File: src/rtl/rv32i_pkg.sv
// Shared RV32I multi-cycle definitions: opcodes, datapath select encodings and controller states.
package rv32i_pkg;

    localparam logic [6:0] OP_R   = 7'b0110011;
    localparam logic [6:0] OP_I   = 7'b0010011;
    localparam logic [6:0] OP_LW  = 7'b0000011;
    localparam logic [6:0] OP_SW  = 7'b0100011;
    localparam logic [6:0] OP_BEQ = 7'b1100011;
    localparam logic [6:0] OP_JAL = 7'b1101111;

    localparam logic [1:0] ALUOP_ADD    = 2'b00;
    localparam logic [1:0] ALUOP_SUB    = 2'b01;
    localparam logic [1:0] ALUOP_RFUNCT = 2'b10;
    localparam logic [1:0] ALUOP_IFUNCT = 2'b11;

    localparam logic [1:0] SRCA_PC    = 2'b00;
    localparam logic [1:0] SRCA_RS1   = 2'b01;
    localparam logic [1:0] SRCA_OLDPC = 2'b10;

    localparam logic [1:0] SRCB_RS2  = 2'b00;
    localparam logic [1:0] SRCB_FOUR = 2'b01;
    localparam logic [1:0] SRCB_IMM  = 2'b10;

    localparam logic [1:0] PCSRC_ALU    = 2'b00;
    localparam logic [1:0] PCSRC_ALUOUT = 2'b01;

    localparam logic [1:0] WB_ALUOUT = 2'b00;
    localparam logic [1:0] WB_MDR    = 2'b01;
    localparam logic [1:0] WB_PC     = 2'b10;

    typedef enum logic [3:0] {
        S_FETCH  = 4'd0,
        S_DECODE = 4'd1,
        S_MEMADR = 4'd2,
        S_MEMRD  = 4'd3,
        S_MEMWB  = 4'd4,
        S_MEMWR  = 4'd5,
        S_EXEC   = 4'd6,
        S_EXECI  = 4'd7,
        S_ALUWB  = 4'd8,
        S_BRANCH = 4'd9,
        S_JAL    = 4'd10,
        S_TRAP   = 4'd11
    } state_t;

    function automatic logic is_mem_op(input logic [6:0] op);
        return (op == OP_LW) || (op == OP_SW);
    endfunction

endpackage

File: src/rtl/multicycle_control_if.sv
// Request/ready handshake between the multi-cycle controller and the shared instruction/data memory.
interface multicycle_control_if;

    logic mem_req;
    logic mem_ready;
    logic IorD;
    logic MemRead;
    logic MemWrite;

    modport master (
        output mem_req,
        output IorD,
        output MemRead,
        output MemWrite,
        input  mem_ready
    );

    modport slave (
        input  mem_req,
        input  IorD,
        input  MemRead,
        input  MemWrite,
        output mem_ready
    );

endinterface

File: src/rtl/multicycle_control.sv
// Multi-cycle RV32I control FSM: sequences fetch/decode/execute/memory/writeback and
// drives datapath selects, register enables and the memory handshake.
module multicycle_control
    import rv32i_pkg::*;
#(
    parameter bit TRAP_ON_ILLEGAL = 1'b1
) (
    input  logic                 clk,
    input  logic                 rst_n,
    input  logic [6:0]           opcode,
    input  logic                 Zero,
    multicycle_control_if.master mem,
    output logic                 IRWrite,
    output logic                 PCWrite,
    output logic                 PCWriteCond,
    output logic [1:0]           PCSource,
    output logic [1:0]           ALUOp,
    output logic [1:0]           ALUSrcA,
    output logic [1:0]           ALUSrcB,
    output logic [1:0]           MemtoReg,
    output logic                 RegWrite,
    output logic                 trap,
    output logic [3:0]           state_o
);

    state_t state_q;
    state_t state_d;

    // Zero qualifies PCWriteCond inside the datapath; the controller never needs it.
    logic unused_zero;
    assign unused_zero = Zero;

    always_ff @(posedge clk or negedge rst_n) begin
        if (!rst_n) begin
            state_q <= S_FETCH;
        end else begin
            state_q <= state_d;
        end
    end

    always_comb begin
        state_d      = state_q;
        mem.mem_req  = 1'b0;
        mem.IorD     = 1'b0;
        mem.MemRead  = 1'b0;
        mem.MemWrite = 1'b0;
        IRWrite      = 1'b0;
        PCWrite      = 1'b0;
        PCWriteCond  = 1'b0;
        PCSource     = PCSRC_ALU;
        ALUOp        = ALUOP_ADD;
        ALUSrcA      = SRCA_PC;
        ALUSrcB      = SRCB_RS2;
        MemtoReg     = WB_ALUOUT;
        RegWrite     = 1'b0;
        trap         = 1'b0;

        case (state_q)
            S_FETCH: begin
                mem.mem_req = 1'b1;
                mem.MemRead = 1'b1;
                ALUSrcB     = SRCB_FOUR;
                IRWrite     = mem.mem_ready;
                PCWrite     = mem.mem_ready;
                if (mem.mem_ready) state_d = S_DECODE;
            end
            S_DECODE: begin
                ALUSrcA = SRCA_OLDPC;
                ALUSrcB = SRCB_IMM;
                if (is_mem_op(opcode))      state_d = S_MEMADR;
                else if (opcode == OP_R)    state_d = S_EXEC;
                else if (opcode == OP_I)    state_d = S_EXECI;
                else if (opcode == OP_BEQ)  state_d = S_BRANCH;
                else if (opcode == OP_JAL)  state_d = S_JAL;
                else                        state_d = TRAP_ON_ILLEGAL ? S_TRAP : S_FETCH;
            end
            S_MEMADR: begin
                ALUSrcA = SRCA_RS1;
                ALUSrcB = SRCB_IMM;
                state_d = (opcode == OP_SW) ? S_MEMWR : S_MEMRD;
            end
            S_MEMRD: begin
                mem.mem_req = 1'b1;
                mem.MemRead = 1'b1;
                mem.IorD    = 1'b1;
                if (mem.mem_ready) state_d = S_MEMWB;
            end
            S_MEMWB: begin
                RegWrite = 1'b1;
                MemtoReg = WB_MDR;
                state_d  = S_FETCH;
            end
            S_MEMWR: begin
                mem.mem_req  = 1'b1;
                mem.MemWrite = 1'b1;
                mem.IorD     = 1'b1;
                if (mem.mem_ready) state_d = S_FETCH;
            end
            S_EXEC: begin
                ALUSrcA = SRCA_RS1;
                ALUSrcB = SRCB_RS2;
                ALUOp   = ALUOP_RFUNCT;
                state_d = S_ALUWB;
            end
            S_EXECI: begin
                ALUSrcA = SRCA_RS1;
                ALUSrcB = SRCB_IMM;
                ALUOp   = ALUOP_IFUNCT;
                state_d = S_ALUWB;
            end
            S_ALUWB: begin
                RegWrite = 1'b1;
                state_d  = S_FETCH;
            end
            S_BRANCH: begin
                ALUSrcA     = SRCA_RS1;
                ALUSrcB     = SRCB_RS2;
                ALUOp       = ALUOP_SUB;
                PCWriteCond = 1'b1;
                PCSource    = PCSRC_ALUOUT;
                state_d     = S_FETCH;
            end
            S_JAL: begin
                RegWrite = 1'b1;
                MemtoReg = WB_PC;
                PCWrite  = 1'b1;
                PCSource = PCSRC_ALUOUT;
                state_d  = S_FETCH;
            end
            S_TRAP: begin
                trap = 1'b1;
            end
            default: begin
                state_d = S_FETCH;
            end
        endcase

        // Outputs are forced low while reset is held so an in-flight access is dropped at once.
        if (!rst_n) begin
            mem.mem_req  = 1'b0;
            mem.IorD     = 1'b0;
            mem.MemRead  = 1'b0;
            mem.MemWrite = 1'b0;
            IRWrite      = 1'b0;
            PCWrite      = 1'b0;
            PCWriteCond  = 1'b0;
            PCSource     = PCSRC_ALU;
            ALUOp        = ALUOP_ADD;
            ALUSrcA      = SRCA_PC;
            ALUSrcB      = SRCB_RS2;
            MemtoReg     = WB_ALUOUT;
            RegWrite     = 1'b0;
            trap         = 1'b0;
        end
    end

    assign state_o = state_q;

endmodule

File: src/flat_wrapper.sv
// flat-port wrapper written by rule: the top's interface ports become plain ports
module multicycle_control_flat import rv32i_pkg::*;
#(
    parameter bit TRAP_ON_ILLEGAL = 1'b1
)
  (clk, rst_n, opcode, Zero, IRWrite, PCWrite, PCWriteCond, PCSource, ALUOp, ALUSrcA, ALUSrcB, MemtoReg, RegWrite, trap, state_o, mem_mem_req, mem_IorD, mem_MemRead, mem_MemWrite, mem_mem_ready);
  multicycle_control_if mem_i ();
  input  logic clk;
  input  logic rst_n;
  input  logic [6:0] opcode;
  input  logic Zero;
  output logic IRWrite;
  output logic PCWrite;
  output logic PCWriteCond;
  output logic [1:0] PCSource;
  output logic [1:0] ALUOp;
  output logic [1:0] ALUSrcA;
  output logic [1:0] ALUSrcB;
  output logic [1:0] MemtoReg;
  output logic RegWrite;
  output logic trap;
  output logic [3:0] state_o;
  output wire logic [$bits(mem_i.mem_req)-1:0] mem_mem_req;
  output wire logic [$bits(mem_i.IorD)-1:0] mem_IorD;
  output wire logic [$bits(mem_i.MemRead)-1:0] mem_MemRead;
  output wire logic [$bits(mem_i.MemWrite)-1:0] mem_MemWrite;
  input wire logic [$bits(mem_i.mem_ready)-1:0] mem_mem_ready;
  assign mem_mem_req = mem_i.mem_req;
  assign mem_IorD = mem_i.IorD;
  assign mem_MemRead = mem_i.MemRead;
  assign mem_MemWrite = mem_i.MemWrite;
  assign mem_i.mem_ready = mem_mem_ready;
  multicycle_control #(.TRAP_ON_ILLEGAL(TRAP_ON_ILLEGAL)) u_core (.clk(clk), .rst_n(rst_n), .opcode(opcode), .Zero(Zero), .mem(mem_i), .IRWrite(IRWrite), .PCWrite(PCWrite), .PCWriteCond(PCWriteCond), .PCSource(PCSource), .ALUOp(ALUOp), .ALUSrcA(ALUSrcA), .ALUSrcB(ALUSrcB), .MemtoReg(MemtoReg), .RegWrite(RegWrite), .trap(trap), .state_o(state_o));
endmodule
File: config.mk
export PLATFORM = sky130hd
export DESIGN_NAME = multicycle_control_flat
export DESIGN_NICKNAME = d
export VERILOG_FILES = /design/src/rtl/rv32i_pkg.sv /design/src/rtl/multicycle_control_if.sv /design/src/rtl/multicycle_control.sv /design/src/flat_wrapper.sv
export SDC_FILE = /design/constraint.sdc
export NUM_CORES = 1
export LEC_CHECK = 0
export ABC_AREA = 0
export CAP_MARGIN = 0
export CORE_AREA = 4 4 41 43
export DETAILED_ROUTE_END_ITERATION = 8
export DIE_AREA = 0 0 45 47
export DONT_BUFFER_PORTS = 1
export PLACE_DENSITY_LB_ADDON = 0.2
export SLEW_MARGIN = 20
export SYNTH_ARGS = -nofsm -noshare
export SYNTH_HDL_FRONTEND = slang
export SYNTH_SLANG_ARGS = --single-unit
File: constraint.sdc
create_clock -name clk -period 1.2 [get_ports clk]
set_input_delay 0.24 -clock clk [delete_from_list [all_inputs] [get_ports clk]]
set_output_delay 0.24 -clock clk [all_outputs]
set_load 0.005 [all_outputs]
Yosys cells after proc, flatten, opt, wreduce, memory -nomap -nowiden
Index checks and enable logic that the tools add are counted.
{ "word_totals": {"reg_bits": 4, "inputBits": 11, "wordCells": 71} }
{ "op_classes": {"n_mux": 38, "n_reduce_logical": 11, "n_eq_ne": 20, "bitwise": 1} }
{ "op_table": {"columns": ["op", "count"], "rows": [
  ["$mux 4", 7],
  ["$pmux 4 s7", 1],
  ["$mux 1", 20],
  ["$eq 4x3->1 const B", 4],
  ["$eq 4x4->1 const B", 4],
  ["$eq 7x6->1 const B", 2],
  ["$eq 7x7->1 const B", 2],
  ["$pmux 2 s2", 3],
  ["$reduce_or 3->1", 3],
  ["$eq 4x2->1 const B", 2],
  ["$mux 2", 4],
  ["$reduce_or 2->1", 4],
  ["$eq 7x2->1 const B", 1],
  ["$eq 7x5->1 const B", 1],
  ["$ne 2x2->1 const B", 3],
  ["$pmux 2 s3", 1],
  ["$eq 4x1->1 const B", 1],
  ["$logic_not 4->1", 1],
  ["$reduce_and 4->1", 1],
  ["$reduce_or 4->1", 1],
  ["$mux 3", 1],
  ["$pmux 1 s2", 1],
  ["$logic_or 1x1->1", 1],
  ["$not 1->1", 1]
]} }

Depth between registers and ports, before layout
Gate-level depths: netlist (run 1).
{ "depth": {"depth_word": 7, "mapped_depth": 5, "depth_no_buf": 4} }

Worst setup path after synthesis (run 1)
Ideal clock, no wire load.
{ "synth_path": {"path_kind": "register -> output", "from": "register u_core.state_q[0] (netlist: u_core.state_o[0])", "to": "output ALUSrcA[0]", "required_time_ns": 0.960, "path_slack_ns": -0.100, "arrival_ns": 1.060, "stages_incl_launch_ff": 5, "path_cell_list": "dfrtp_1 -> clkbuf_8 -> and2b_4 -> and3_1 -> o21a_1"} }
{ "synth_between": {"elab_chain_cells": 4, "elab_cells_between_ends": 8, "classes_between": "eq/ne: 5; mux: 2; reduce/logical: 1"} }
{ "synth_rtl": {"columns": ["item", "line_no", "source"], "rows": [
  ["start: declaration", "multicycle_control.sv:26", "state_t state_q;"],
  ["start signal: assignment", "multicycle_control.sv:37", "state_q <= state_d;"],
  ["$eq 4x4->1 (tied with other cells)", "multicycle_control.sv:58", "case (state_q)"],
  ["$reduce_or 4->1 (no line)", null, null],
  ["$pmux 2 s2 *", "multicycle_control.sv:58", null],
  ["$mux 2 *", "multicycle_control.sv:139", "if (!rst_n) begin"],
  ["end: declaration", "flat_wrapper.sv:17", "output logic [1:0] ALUSrcA;"]
]} }
Mark *: on every way between the ends. The rest lies on a longest branch, timed or not.

Worst setup path in the final report (run 1)
{ "layout_path": {"from": "register u_core.state_q[2] (netlist: u_core.state_o[2])", "to": "output IRWrite"} }
{ "layout_between": {"elab_chain_cells": 3} }
{ "layout_rtl": {"columns": ["item", "line_no", "source"], "rows": [
  ["$logic_not 4->1", "multicycle_control.sv:58", null],
  ["$mux 1", "multicycle_control.sv:58", null],
  ["$mux 1", "multicycle_control.sv:139", null],
  ["end: declaration", "flat_wrapper.sv:12", "output logic IRWrite;"]
]} }
No other way between the ends.

==> summary.txt, run 1 <==
Setup path
  – Arrival time of the worst setup path: between 1 and 1.5 ns
  – Crit path capture type: output port
  – Required time at the endpoint of the critical path: 0.96 ns
  – Crit-path max FO: 3
  – WS Path Type: register to output port
  – Kind of start point of the critical path: register

Synthesis
  – Proportion of netlist area held by the largest area contributor: 0.167
  – Top area cells in the synthesized netlist: sky130_fd_sc_hd__dfrtp_1, sky130_fd_sc_hd__nor2_1, sky130_fd_sc_hd__nand2_1
  – Count of different cell masters after synthesis: 36
  – Cell type with the largest total area after synthesis: sky130_fd_sc_hd__dfrtp_1
  – Synth cell count leaders: sky130_fd_sc_hd__nor2_1, sky130_fd_sc_hd__nand2_1, sky130_fd_sc_hd__nor3_1, sky130_fd_sc_hd__a21oi_1, sky130_fd_sc_hd__dfrtp_1
  – Commonest register cell after synthesis: sky130_fd_sc_hd__dfrtp_1
  – Synthesized area: ~600 µm²
  – Number of flops mapped to enable cells by yosys: 0
  – Mean instance size in the synthesized netlist: roughly 7.2 µm²
  – Asr flop ratio synth: 1.00
  – Number of warnings printed during yosys synthesis: 0
  – Flop and latch count out of synthesis: 4
  – Post-synthesis net count: between 90 and 100
  – Gate count of the mapped netlist: between 80 and 90
  – Leading cell type by number of instances after synthesis: sky130_fd_sc_hd__nor2_1
  – Sequential cell area fraction in the yosys report: 0.167

Power
  – Proportion of power drawn by combinational gates: 0.823
  – Ratio of total power to cell area: 2680 nW/µm²
  – Net switching component of the power: 0.00132 W
  – Worst VDD drop: between 0.0015 and 0.002 V
  – Internal power: between 0.0015 and 0.002 W
  – Sequential group share of total power: 0.117
  – Static leakage: 0.462 nW
  – Clock network power share: 0.060
  – Switch share: 0.452

Timing
  – Period utilisation layout: 1.31
  – Unrepaired setup endpoints after global routing: true
  – Top achievable clock speed: about 0.64 GHz
  – Setup Skew: between 0.004 and 0.005 ns
  – Final hold violation count: 0
  – Final setup vio count: 22
  – Minimum hold slack: 0.166 ns
  – Setup tns final: -5.54 ns
  – PnR worst setup slack: -0.374 ns
  – Final Max Slew Viols: 0
  – Final min period: 1.57 ns

Drt
  – Via/cell ratio: slightly below 6
  – Final ANT Viol Nets: 0
  – Residual DRC count: 0
  – Routed Wire Length: between 2000 and 2500 µm
  – Initial DRC Count: 13
  – Average detailed-routed wire length per instance: approximately 17 µm
  – Detailed-route via count: about 750
  – Router iterations before antenna repair: 4

Floorplan
  – Initial Utilization: 0.462
  – I/O pin total: 34
  – Die Span X: 45 µm
  – Core area: between 1000 and 1500 µm²
  – Area of the die: between 2000 and 2500 µm²
  – DIE HEIGHT: around 47 µm
  – Std cell rows: 13

Clocking
  – TritonCTS sink count: 4
  – Clk root buf: sky130_fd_sc_hd__clkbuf_4
  – H-tree levels: 1
  – Skew-Pair Late Insertion Delay: ~0.24 ns
  – Clock transition at path regs: about 0.040 ns
  – Number of CTS-inserted buffers: 3
  – Worst-case clock buffer depth: 2
  – Clock tree from TritonCTS: yes

Hold path
  – Hold WC Path Type: primary input to register

Finish
  – Flip-flop count of the largest register after layout: 4
  – Number of nets in the layout: roughly 130
  – Post-synthesis to final-layout area growth: 81.7%
  – Total of fill cells in the finished design: 75
  – Share of layout cells above drive strength 1: 0.681
  – Post-route cell area: around 1100 µm²
  – Ant. Diodes: 0
  – Non-filler cells in the finished layout: roughly 130

Global route
  – Aggregate global-route resource usage: 0.210
  – Vias in the first global route: slightly above 700
  – Gr ovfl total: 0
  – Initial antenna violation count: 0
  – Global-route wire length before repair: approximately 3200 µm
  – Pin count of the biggest net entering global routing: 10

Placed design
  – Last weighted congestion value of the routability-driven placer: about 0.83
  – Number of buffers inserted by port buffering: 0
  – Placed Instance Area: ~740 µm²
  – Placed cell count: 114
  – DP Wirelength: 1290 µm

Status
  – Violated checks: negative setup slack
  – Outcome: finished, violations left

Job
  – Count of max-cap constraint violations: 0
==> per-layer routing <==
metal | wire [µm] | track usage | vias up
met4 | 52 | 0.111 | 0
met3 | 99 | 0.0230 | 6
met5 | 0 | 0 | -
met2 | 1150 | 0.376 | 25
li1 | - | - | 349
met1 | 851 | 0.247 | 365
==> power groups by stage <==
stage	clock network (W)	registers [W]	logic, W
final	0.000176	0.000341	0.00241
after global routing	0.000196	0.000349	0.00255
after CTS	0.000183	0.000339	0.00204
after detailed placement	0	0.000318	0.00151
after global placement	0	0.000316	0.00148
after floorplan	0	0.000262	0.00104
==> path summary, 6_finish.rpt <==
path	from	cells after the start	to	slack, ns
min in group asynchronous	rst_n	1	u_core.state_o[1]$_DFFE_PN0P_	0.28
setup reg to reg	u_core.state_o[0]$_DFFE_PN0P_	6	u_core.state_o[2]$_DFFE_PN0P_	-0.19
setup / recovery	u_core.state_o[2]$_DFFE_PN0P_	5	IRWrite	-0.37
hold reg to reg	u_core.state_o[3]$_DFFE_PN0P_	2	u_core.state_o[2]$_DFFE_PN0P_	0.71
max in group asynchronous	rst_n	1	u_core.state_o[2]$_DFFE_PN0P_	0.73
hold / removal	opcode[6]	1	u_core.state_o[1]$_DFFE_PN0P_	0.17
==> critical path: stages, from the launching register on <==
cell and delay, ns:
sky130_fd_sc_hd__dfrtp_2 0.42, sky130_fd_sc_hd__buf_12 0.13, sky130_fd_sc_hd__nor2_4 0.10, sky130_fd_sc_hd__nand2_4 0.07
sky130_fd_sc_hd__nor3_4 0.20, sky130_fd_sc_hd__and2_4 0.17
==> area by class of cell <==
class / instances / area, µm² / area share
timing repair buffer: 32 / 300 / 0.275
clock buffer: 3 / 22.5 / 0.0206
tap: 15 / 18.8 / 0.0172
inverter: 3 / 18.8 / 0.0172
multi-input combinational: 71 / 626 / 0.573
sequential: 4 / 105 / 0.0963
==> cells by family after synthesis <==
family | share of synthesized area
compound gates | 0.177
xor+xnor | 0.0292
buf+inv | 0.110
flops | 0.167
mux | 0.0500
other cells | 0.00624
simple gates | 0.460
==> cell usage in the layout, fill, tap and decap left out, types with 3 or more instances in the layout <==
cell type and count:
sky130_fd_sc_hd__buf_4 18, sky130_fd_sc_hd__nor2_1 6, sky130_fd_sc_hd__nand2_2 5, sky130_fd_sc_hd__buf_6 12, sky130_fd_sc_hd__nand2_1 6, sky130_fd_sc_hd__and3_1 3
sky130_fd_sc_hd__nor2_4 5, sky130_fd_sc_hd__clkbuf_4 3, sky130_fd_sc_hd__nor2_2 4, sky130_fd_sc_hd__dfrtp_2 4, sky130_fd_sc_hd__nor3_4 5
==> what timing repair did <==
item / CTS / global route
resized for setup: 44 / 16
endpoints found under the hold margin: 4 / 0
buffers inserted: 6 / 6
hold buffers: 1 / 0
setup endpoints to repair: 22 / 23
pin swaps: 11 / 9
==> stage by stage <==
| stage | utilization | total power [W] | worst slack [ns] |
|---|---|---|---|
| global route | 0.838 | 0.00310 | -0.441 |
| CTS | 0.761 | 0.00256 | -0.357 |
| detailed placement | 0.570 | 0.00182 | -0.111 |
| floorplan | - | 0.00130 | -0.0995 |
| global placement | 0.570 | 0.00180 | -0.0988 |
| finish | 0.838 | 0.00293 | -0.374 |
Power figures use the tool's default switching activity.
==> run 2: changes to the inputs <==
Settings changed: SKIP_LAST_GASP set to 1.
==> run 2 against run 1 <==
Compared with the run above: the flow still finishes with violations (negative setup slack); routed wire length fell by 0.42%; sequential cell count unchanged; hold slack hardly changed; die area unchanged; setup slack worse by 0.0074 ns; clock skew shrank 0.0012 ns; non-clock buffer count unchanged; final cell count stayed put; clock power is essentially flat.
==> summary.txt, run 2 (same netlist as run 1, synthesis figures left out) <==
Setup path
  – Kind of start point of the critical path: register (unchanged)
  – Crit path capture type: output port (unchanged)
  – WS Path Type: register to output port (unchanged)
  – Critical path, cell by cell: buf_12 -> nor2_4 -> nand2_4 -> nor3_4 -> and2_4 (unchanged)
  – Worst path max stage delay: 0.43 ns (was 0.42 ns)
  – Reg2reg setup slack: -0.20 ns (was -0.19 ns)
  – Arrival time of the worst setup path: 1.34 ns (was 1.33 ns)
  – Beginning of the worst register-to-register path: u_core.state_o[0]$_DFFE_PN0P_ (unchanged)
  – CP endpoint: IRWrite (unchanged)
  – Total number of cells along the worst setup path: 5 (unchanged)
  – Cell family with the largest share of critical-path delay: simple AND/OR/NAND/NOR gates (unchanged)
  – Crit path buffers/inverters: 1 (unchanged)
  – Critical R2R Capture: u_core.state_o[2]$_DFFE_PN0P_ (unchanged)
  – Crit. Startpoint: u_core.state_o[2]$_DFFE_PN0P_ (unchanged)
  – Required time at the endpoint of the critical path: 0.96 ns (about the same)
  – Library cell contributing the largest single delay on the critical path: sky130_fd_sc_hd__dfrtp_2 (unchanged)
  – Worst Reg2Reg Path Length in Cells: 6 (unchanged)
  – Crit-path max FO: 3 (unchanged)

Timing
  – Final setup vio count: 22 (unchanged)
  – Top achievable clock speed: 0.632 GHz (was 0.635 GHz)
  – Setup Skew: 0.00301 ns (was 0.00422 ns)
  – Final Max Slew Viols: 0 (unchanged)
  – Unrepaired setup endpoints after global routing: true (unchanged)
  – PnR worst setup slack: -0.381 ns (was -0.374 ns)
  – Period utilisation layout: 1.32 (was 1.31)
  – Final min period: 1.58 ns (was 1.57 ns)
  – Final hold violation count: 0 (unchanged)

Finish
  – Flip-flop count of the largest register after layout: 4 (unchanged)
  – Final core utilization: 0.836 (was 0.838)
  – Most frequent cells in the layout: sky130_fd_sc_hd__buf_4, sky130_fd_sc_hd__buf_6, sky130_fd_sc_hd__nand2_1, sky130_fd_sc_hd__nor2_1 (unchanged)
  – Non-filler cells in the finished layout: 128 (unchanged)
  – Post-route cell area: 1090 µm² (about the same)
  – Share of layout cells above drive strength 1: 0.681 (unchanged)
  – Most common cell after layout, fill and taps aside: sky130_fd_sc_hd__buf_4 (unchanged)
  – Number of nets in the layout: 126 (unchanged)
  – Post-synthesis to final-layout area growth: 81.0% (was 81.7%)
  – Ant. Diodes: 0 (unchanged)

Hold path
  – Worst Hold Depth: 1 (unchanged)
  – Hold WC Path Type: primary input to register (unchanged)
  – Worst hold start: opcode[6] (unchanged)

Placed design
  – DP Wirelength: 1290 µm (unchanged)
  – Number of buffers inserted by port buffering: 0 (unchanged)
  – Pre-CTS setup slack: -0.111 ns (unchanged)
  – Placed Instance Area: 742 µm² (unchanged)
  – Placed cell count: 114 (unchanged)
  – Last weighted congestion value of the routability-driven placer: 0.826 (unchanged)

Clocking
  – Clock tree from TritonCTS: yes (unchanged)
  – Number of CTS-inserted buffers: 3 (unchanged)
  – Clock transition at path regs: 0.04 ns (about the same)
  – TritonCTS sink count: 4 (unchanged)
  – Worst-case clock buffer depth: 2 (unchanged)
  – H-tree levels: 1 (unchanged)
  – Clk root buf: sky130_fd_sc_hd__clkbuf_4 (unchanged)
  – Skew-Pair Late Insertion Delay: 0.24 ns (about the same)

Power
  – Proportion of power drawn by combinational gates: 0.822 (was 0.823)
  – Net switching component of the power: 0.00132 W (about the same)
  – Sequential group share of total power: 0.118 (was 0.117)
  – Worst VDD drop: 0.00175 V (was 0.00161 V)
  – Static leakage: 0.461 nW (was 0.462 nW)
  – Ratio of total power to cell area: 2680 nW/µm² (about the same)
  – Switch share: 0.453 (was 0.452)
  – Clock network power share: 0.061 (was 0.060)
  – Internal power: 0.00160 W (about the same)

Floorplan
  – Initial Utilization: 0.462 (unchanged)
  – Area of the die: 2120 µm² (unchanged)
  – Die Span X: 45 µm (unchanged)
  – Core area: 1300 µm² (unchanged)
  – DIE HEIGHT: 47 µm (unchanged)
  – Std cell rows: 13 (unchanged)
  – I/O pin total: 34 (unchanged)

Drt
  – Average detailed-routed wire length per instance: 16.7 µm (was 16.8 µm)
  – Met2 wirelength from detailed routing: 1180 µm (was 1150 µm)
  – Top Layer Used: met4 (unchanged)
  – Residual DRC count: 0 (unchanged)
  – Final ANT Viol Nets: 0 (unchanged)
  – Routed metal-1 wire length: 843 µm (was 851 µm)
  – Detailed-route via count: 731 (was 745)
  – Routed Wire Length: 2140 µm (was 2150 µm)
  – Router iterations before antenna repair: 4 (unchanged)
  – Via/cell ratio: 5.71 (was 5.82)
  – Routed met3 length: 88 µm (was 99 µm)
  – Initial DRC Count: 14 (was 13)

Global route
  – Pin count of the biggest net entering global routing: 10 (unchanged)
  – Aggregate global-route resource usage: 0.211 (was 0.210)
  – Gr ovfl total: 0 (unchanged)
  – Vias in the first global route: 708 (was 706)
  – Global-route wire length before repair: 3220 µm (was 3210 µm)
  – Initial antenna violation count: 0 (unchanged)

Status
  – Outcome: finished, violations left (unchanged)
  – Violated checks: negative setup slack (unchanged)

Job
  – Count of max-cap constraint violations: 0 (unchanged)
run 2: worst register-to-register path, stage by stage (launching register included):
cell and delay, ns:
sky130_fd_sc_hd__dfrtp_2 0.40, sky130_fd_sc_hd__buf_6 0.13, sky130_fd_sc_hd__and2b_1 0.20, sky130_fd_sc_hd__buf_4 0.13
sky130_fd_sc_hd__a22o_1 0.18, sky130_fd_sc_hd__a32oi_1 0.19, sky130_fd_sc_hd__nor2_1 0.05
run 2: area by class of cell:
cell class,instances,area [µm²]
multi-input combinational,71,626
timing repair buffer,32,297
fill,77,214
sequential,4,105
clock buffer,3,22.5
inverter,3,18.8
tap,15,18.8
run 2: power by group through the flow:
stage / combinational [W] / clock (W) / sequential [W]
floorplan: 0.00104 / 0 / 0.000262
global placement: 0.00148 / 0 / 0.000316
detailed placement: 0.00151 / 0 / 0.000318
CTS: 0.00203 / 0.000183 / 0.000339
global route: 0.00254 / 0.000196 / 0.000354
finish: 0.00240 / 0.000177 / 0.000344
run 2: repair_timing:
item                                    CTS  global route
pin swaps                                10            10
buffers inserted                          6             6
endpoints found under the hold margin     4             0
resized for setup                        43            16
hold buffers                              1             0
endpoints found under the setup margin   22            23
run 2: stage by stage:
step           setup TNS, ns  total power, W  hold WS (ns)
2_1_floorplan         -0.190         0.00130       -0.0556
3_3_place_gp           -1.08         0.00180       -0.0553
3_5_place_dp           -1.37         0.00182       -0.0553
4_1_cts                -5.50         0.00255         0.161
5_1_grt                -6.96         0.00309         0.155
6_report               -5.64         0.00292         0.166
run 2: worst min-delay path by stage:
stage / endpoint / slack (ns)
6_report: u_core.state_o[1]$_DFFE_PN0P_ / 0.17
3_3_place_gp: u_core.state_o[1]$_DFFE_PN0P_ / -0.06
5_1_grt: u_core.state_o[1]$_DFFE_PN0P_ / 0.16
3_5_place_dp: u_core.state_o[0]$_DFFE_PN0P_ / -0.06
4_1_cts: u_core.state_o[1]$_DFFE_PN0P_ / 0.16
2_1_floorplan: u_core.state_o[0]$_DFFE_PN0P_ / -0.06
run 2: metal layers:
metal / vias up / global-route usage
li1: 351 / -
met1: 352 / 0.240
met2: 26 / 0.387
met3: 2 / 0.0230
met4: 0 / 0.111
met5: - / 0
==> run 3: changes to the inputs <==
==> constraint.sdc (replaced) <==
create_clock -name clk -period 1.2 [get_ports clk]
set_input_delay 0.12 -clock clk [delete_from_list [all_inputs] [get_ports clk]]
set_output_delay 0.12 -clock clk [all_outputs]
set_load 0.005 [all_outputs]
==> run 3 against run 2 <==
Compared with the run above: final cell count grew 1.6%; total power decreased by 3.8%; via count grew 4.9%; sequential share of layout area rose by 0.48 points; first-iteration DRC count grew 71%; the run still ends with negative setup slack left; maximum frequency rose by 10%; count of clock-buffer cells in the layout is the same; critical path depth fell by 1; clock power is 8% lower; register-to-register slack about the same; highest routed layer is now met3.
==> summary.txt, run 3 (same netlist as run 1, synthesis figures left out) <==
Floorplan
  – DIE HEIGHT: 47 µm (unchanged)
  – Std cell rows: 13 (unchanged)
  – Area of the die: 2120 µm² (unchanged)
  – I/O pin total: 34 (unchanged)
  – Initial Utilization: 0.462 (unchanged)
  – Core area: 1300 µm² (unchanged)
  – Die Span X: 45 µm (unchanged)

Placed design
  – Number of buffers inserted by port buffering: 0 (unchanged)
  – Pre-CTS setup slack: -0.0351 ns (was -0.111 ns)
  – DP Wirelength: 1280 µm (was 1290 µm)
  – Last weighted congestion value of the routability-driven placer: 0.812 (was 0.826)
  – Placed Instance Area: 734 µm² (was 742 µm²)

Hold path
  – Hold WC Path Type: primary input to register (unchanged)
  – Worst hold start: opcode[6] (unchanged)

Setup path
  – Crit-path max FO: 4 (was 3)
  – Crit path capture type: output port (unchanged)
  – Arrival time of the worst setup path: 1.31 ns (was 1.34 ns)
  – Crit. Startpoint: u_core.state_o[3]$_DFFE_PN0P_ (was u_core.state_o[2]$_DFFE_PN0P_)
  – Required time at the endpoint of the critical path: 1.08 ns (was 0.96 ns)
  – Beginning of the worst register-to-register path: u_core.state_o[2]$_DFFE_PN0P_ (was u_core.state_o[0]$_DFFE_PN0P_)
  – WS Path Type: register to output port (unchanged)
  – Reg2reg setup slack: -0.20 ns (about the same)
  – Kind of start point of the critical path: register (unchanged)

Power
  – Ratio of total power to cell area: 2710 nW/µm² (was 2680 nW/µm²)
  – Static leakage: 0.454 nW (was 0.461 nW)
  – Sum of internal, switching and leakage power: 0.00281 W (was 0.00292 W)
  – Worst VDD drop: 0.00151 V (was 0.00175 V)

Clocking
  – Number of CTS-inserted buffers: 3 (unchanged)
  – Worst-case clock buffer depth: 2 (unchanged)
  – Clk root buf: sky130_fd_sc_hd__clkbuf_4 (unchanged)
  – Clock tree from TritonCTS: yes (unchanged)
  – TritonCTS sink count: 4 (unchanged)
  – H-tree levels: 1 (unchanged)
  – Skew-Pair Late Insertion Delay: 0.23 ns (was 0.24 ns)
  – Clock transition at path regs: 0.03 ns (was 0.04 ns)

Global route
  – Vias in the first global route: 712 (was 708)
  – Global-route wire length before repair: 3080 µm (was 3220 µm)
  – Pin count of the biggest net entering global routing: 9 (was 10)
  – Initial antenna violation count: 0 (unchanged)
  – Gr ovfl total: 0 (unchanged)
  – Aggregate global-route resource usage: 0.195 (was 0.211)

Finish
  – Total area of multi-input combinational cells: 576 µm² (was 626 µm²)
  – Flip-flop count of the largest register after layout: 4 (unchanged)
  – Area occupied by registers: 105 µm² (unchanged)
  – Post-route cell area: 1040 µm² (was 1090 µm²)
  – Number of nets in the layout: 128 (was 126)
  – Post-synthesis to final-layout area growth: 72.5% (was 81.0%)
  – Most common cell after layout, fill and taps aside: sky130_fd_sc_hd__buf_4 (unchanged)
  – Most frequent cells in the layout: sky130_fd_sc_hd__buf_4, sky130_fd_sc_hd__nand2_1, sky130_fd_sc_hd__nor2_1 (was sky130_fd_sc_hd__buf_4, sky130_fd_sc_hd__buf_6, sky130_fd_sc_hd__nand2_1, sky130_fd_sc_hd__nor2_1)
  – Total of fill cells in the finished design: 88 (was 77)
  – Share of layout cells above drive strength 1: 0.591 (was 0.681)
  – Final core utilization: 0.796 (was 0.836)
  – Ant. Diodes: 0 (unchanged)

Timing
  – Unrepaired setup endpoints after global routing: true (unchanged)
  – PnR worst setup slack: -0.233 ns (was -0.381 ns)
  – Top achievable clock speed: 0.698 GHz (was 0.632 GHz)
  – Final min period: 1.43 ns (was 1.58 ns)
  – Final hold violation count: 0 (unchanged)
  – Final setup vio count: 21 (was 22)
  – Setup Skew: 0.00448 ns (was 0.00301 ns)
  – Final Max Slew Viols: 0 (unchanged)
  – Period utilisation layout: 1.19 (was 1.32)
  – Setup tns final: -3.88 ns (was -5.64 ns)

Drt
  – Via/cell ratio: 5.90 (was 5.71)
  – Average detailed-routed wire length per instance: 16.9 µm (was 16.7 µm)
  – Router iterations before antenna repair: 4 (unchanged)
  – Final ANT Viol Nets: 0 (unchanged)
  – Routed Wire Length: 2190 µm (was 2140 µm)
  – Residual DRC count: 0 (unchanged)
  – Initial DRC Count: 24 (was 14)
  – Detailed-route via count: 767 (was 731)

Status
  – Outcome: finished, violations left (unchanged)
  – Violated checks: negative setup slack (unchanged)

Job
  – Count of max-cap constraint violations: 0 (unchanged)
## run 3: changes by cell type in the layout (fill, tap and decap cells not counted), sizes merged
cell	change
buf	+2
## run 3: critical path: stages, from the launching register on
cell and delay, ns:
sky130_fd_sc_hd__dfrtp_2 0.40, sky130_fd_sc_hd__clkinv_1 0.17, sky130_fd_sc_hd__nor2_2 0.23, sky130_fd_sc_hd__mux2i_1 0.12, sky130_fd_sc_hd__nor2_1 0.16
## run 3: final cells by class
cell class,instances,share of cell area
repair buffers,34,0.290
flip-flops and latches,4,0.101
inverters,3,0.0133
multi-input cells,71,0.556
well taps,15,0.0181
clock buffers,3,0.0217
## run 3: final timing paths
path	end	depth (start not counted)
max	ALUOp[0]	4
min	u_core.state_o[1]$_DFFE_PN0P_	1
max reg2reg	u_core.state_o[0]$_DFFE_PN0P_	7
min reg2reg	u_core.state_o[2]$_DFFE_PN0P_	2
max in group asynchronous	u_core.state_o[3]$_DFFE_PN0P_	1
min in group asynchronous	u_core.state_o[2]$_DFFE_PN0P_	1
## run 3: where the power goes
group / switching, W / internal, W / total, W / leakage, nW
Combinational: 0.00107 / 0.00124 / 0.00231 / 0.395
Clock: 0.0000504 / 0.000112 / 0.000162 / 0.0138
Sequential: 0.000123 / 0.000208 / 0.000331 / 0.0453
Total: 0.00124 / 0.00156 / 0.00281 / 0.454
## run 3: timing repair
action	in CTS	in global routing
pin swaps	12	12
setup buffers	8	5
cloned	0	0
endpoints found under the setup margin	21	22
hold buffers	1	0
resized for setup	29	13
endpoints found under the hold margin	4	0
## run 3: metal layers
| metal | up-vias | GRT usage | part of all wire |
|---|---|---|---|
| met5 | - | 0 | 0 |
| met4 | 0 | 0.0760 | 0 |
| met3 | 0 | 0.0230 | 0.072 |
| met2 | 41 | 0.325 | 0.54 |
| met1 | 374 | 0.256 | 0.39 |
| li1 | 352 | - | - |
## run 3: stage by stage
step	hold slack, ns	cells
2_1_floorplan	-0.176	83
3_3_place_gp	-0.175	114
3_5_place_dp	-0.175	114
4_1_cts	0.0659	126
5_1_grt	0.0605	130
6_report	0.0710	130
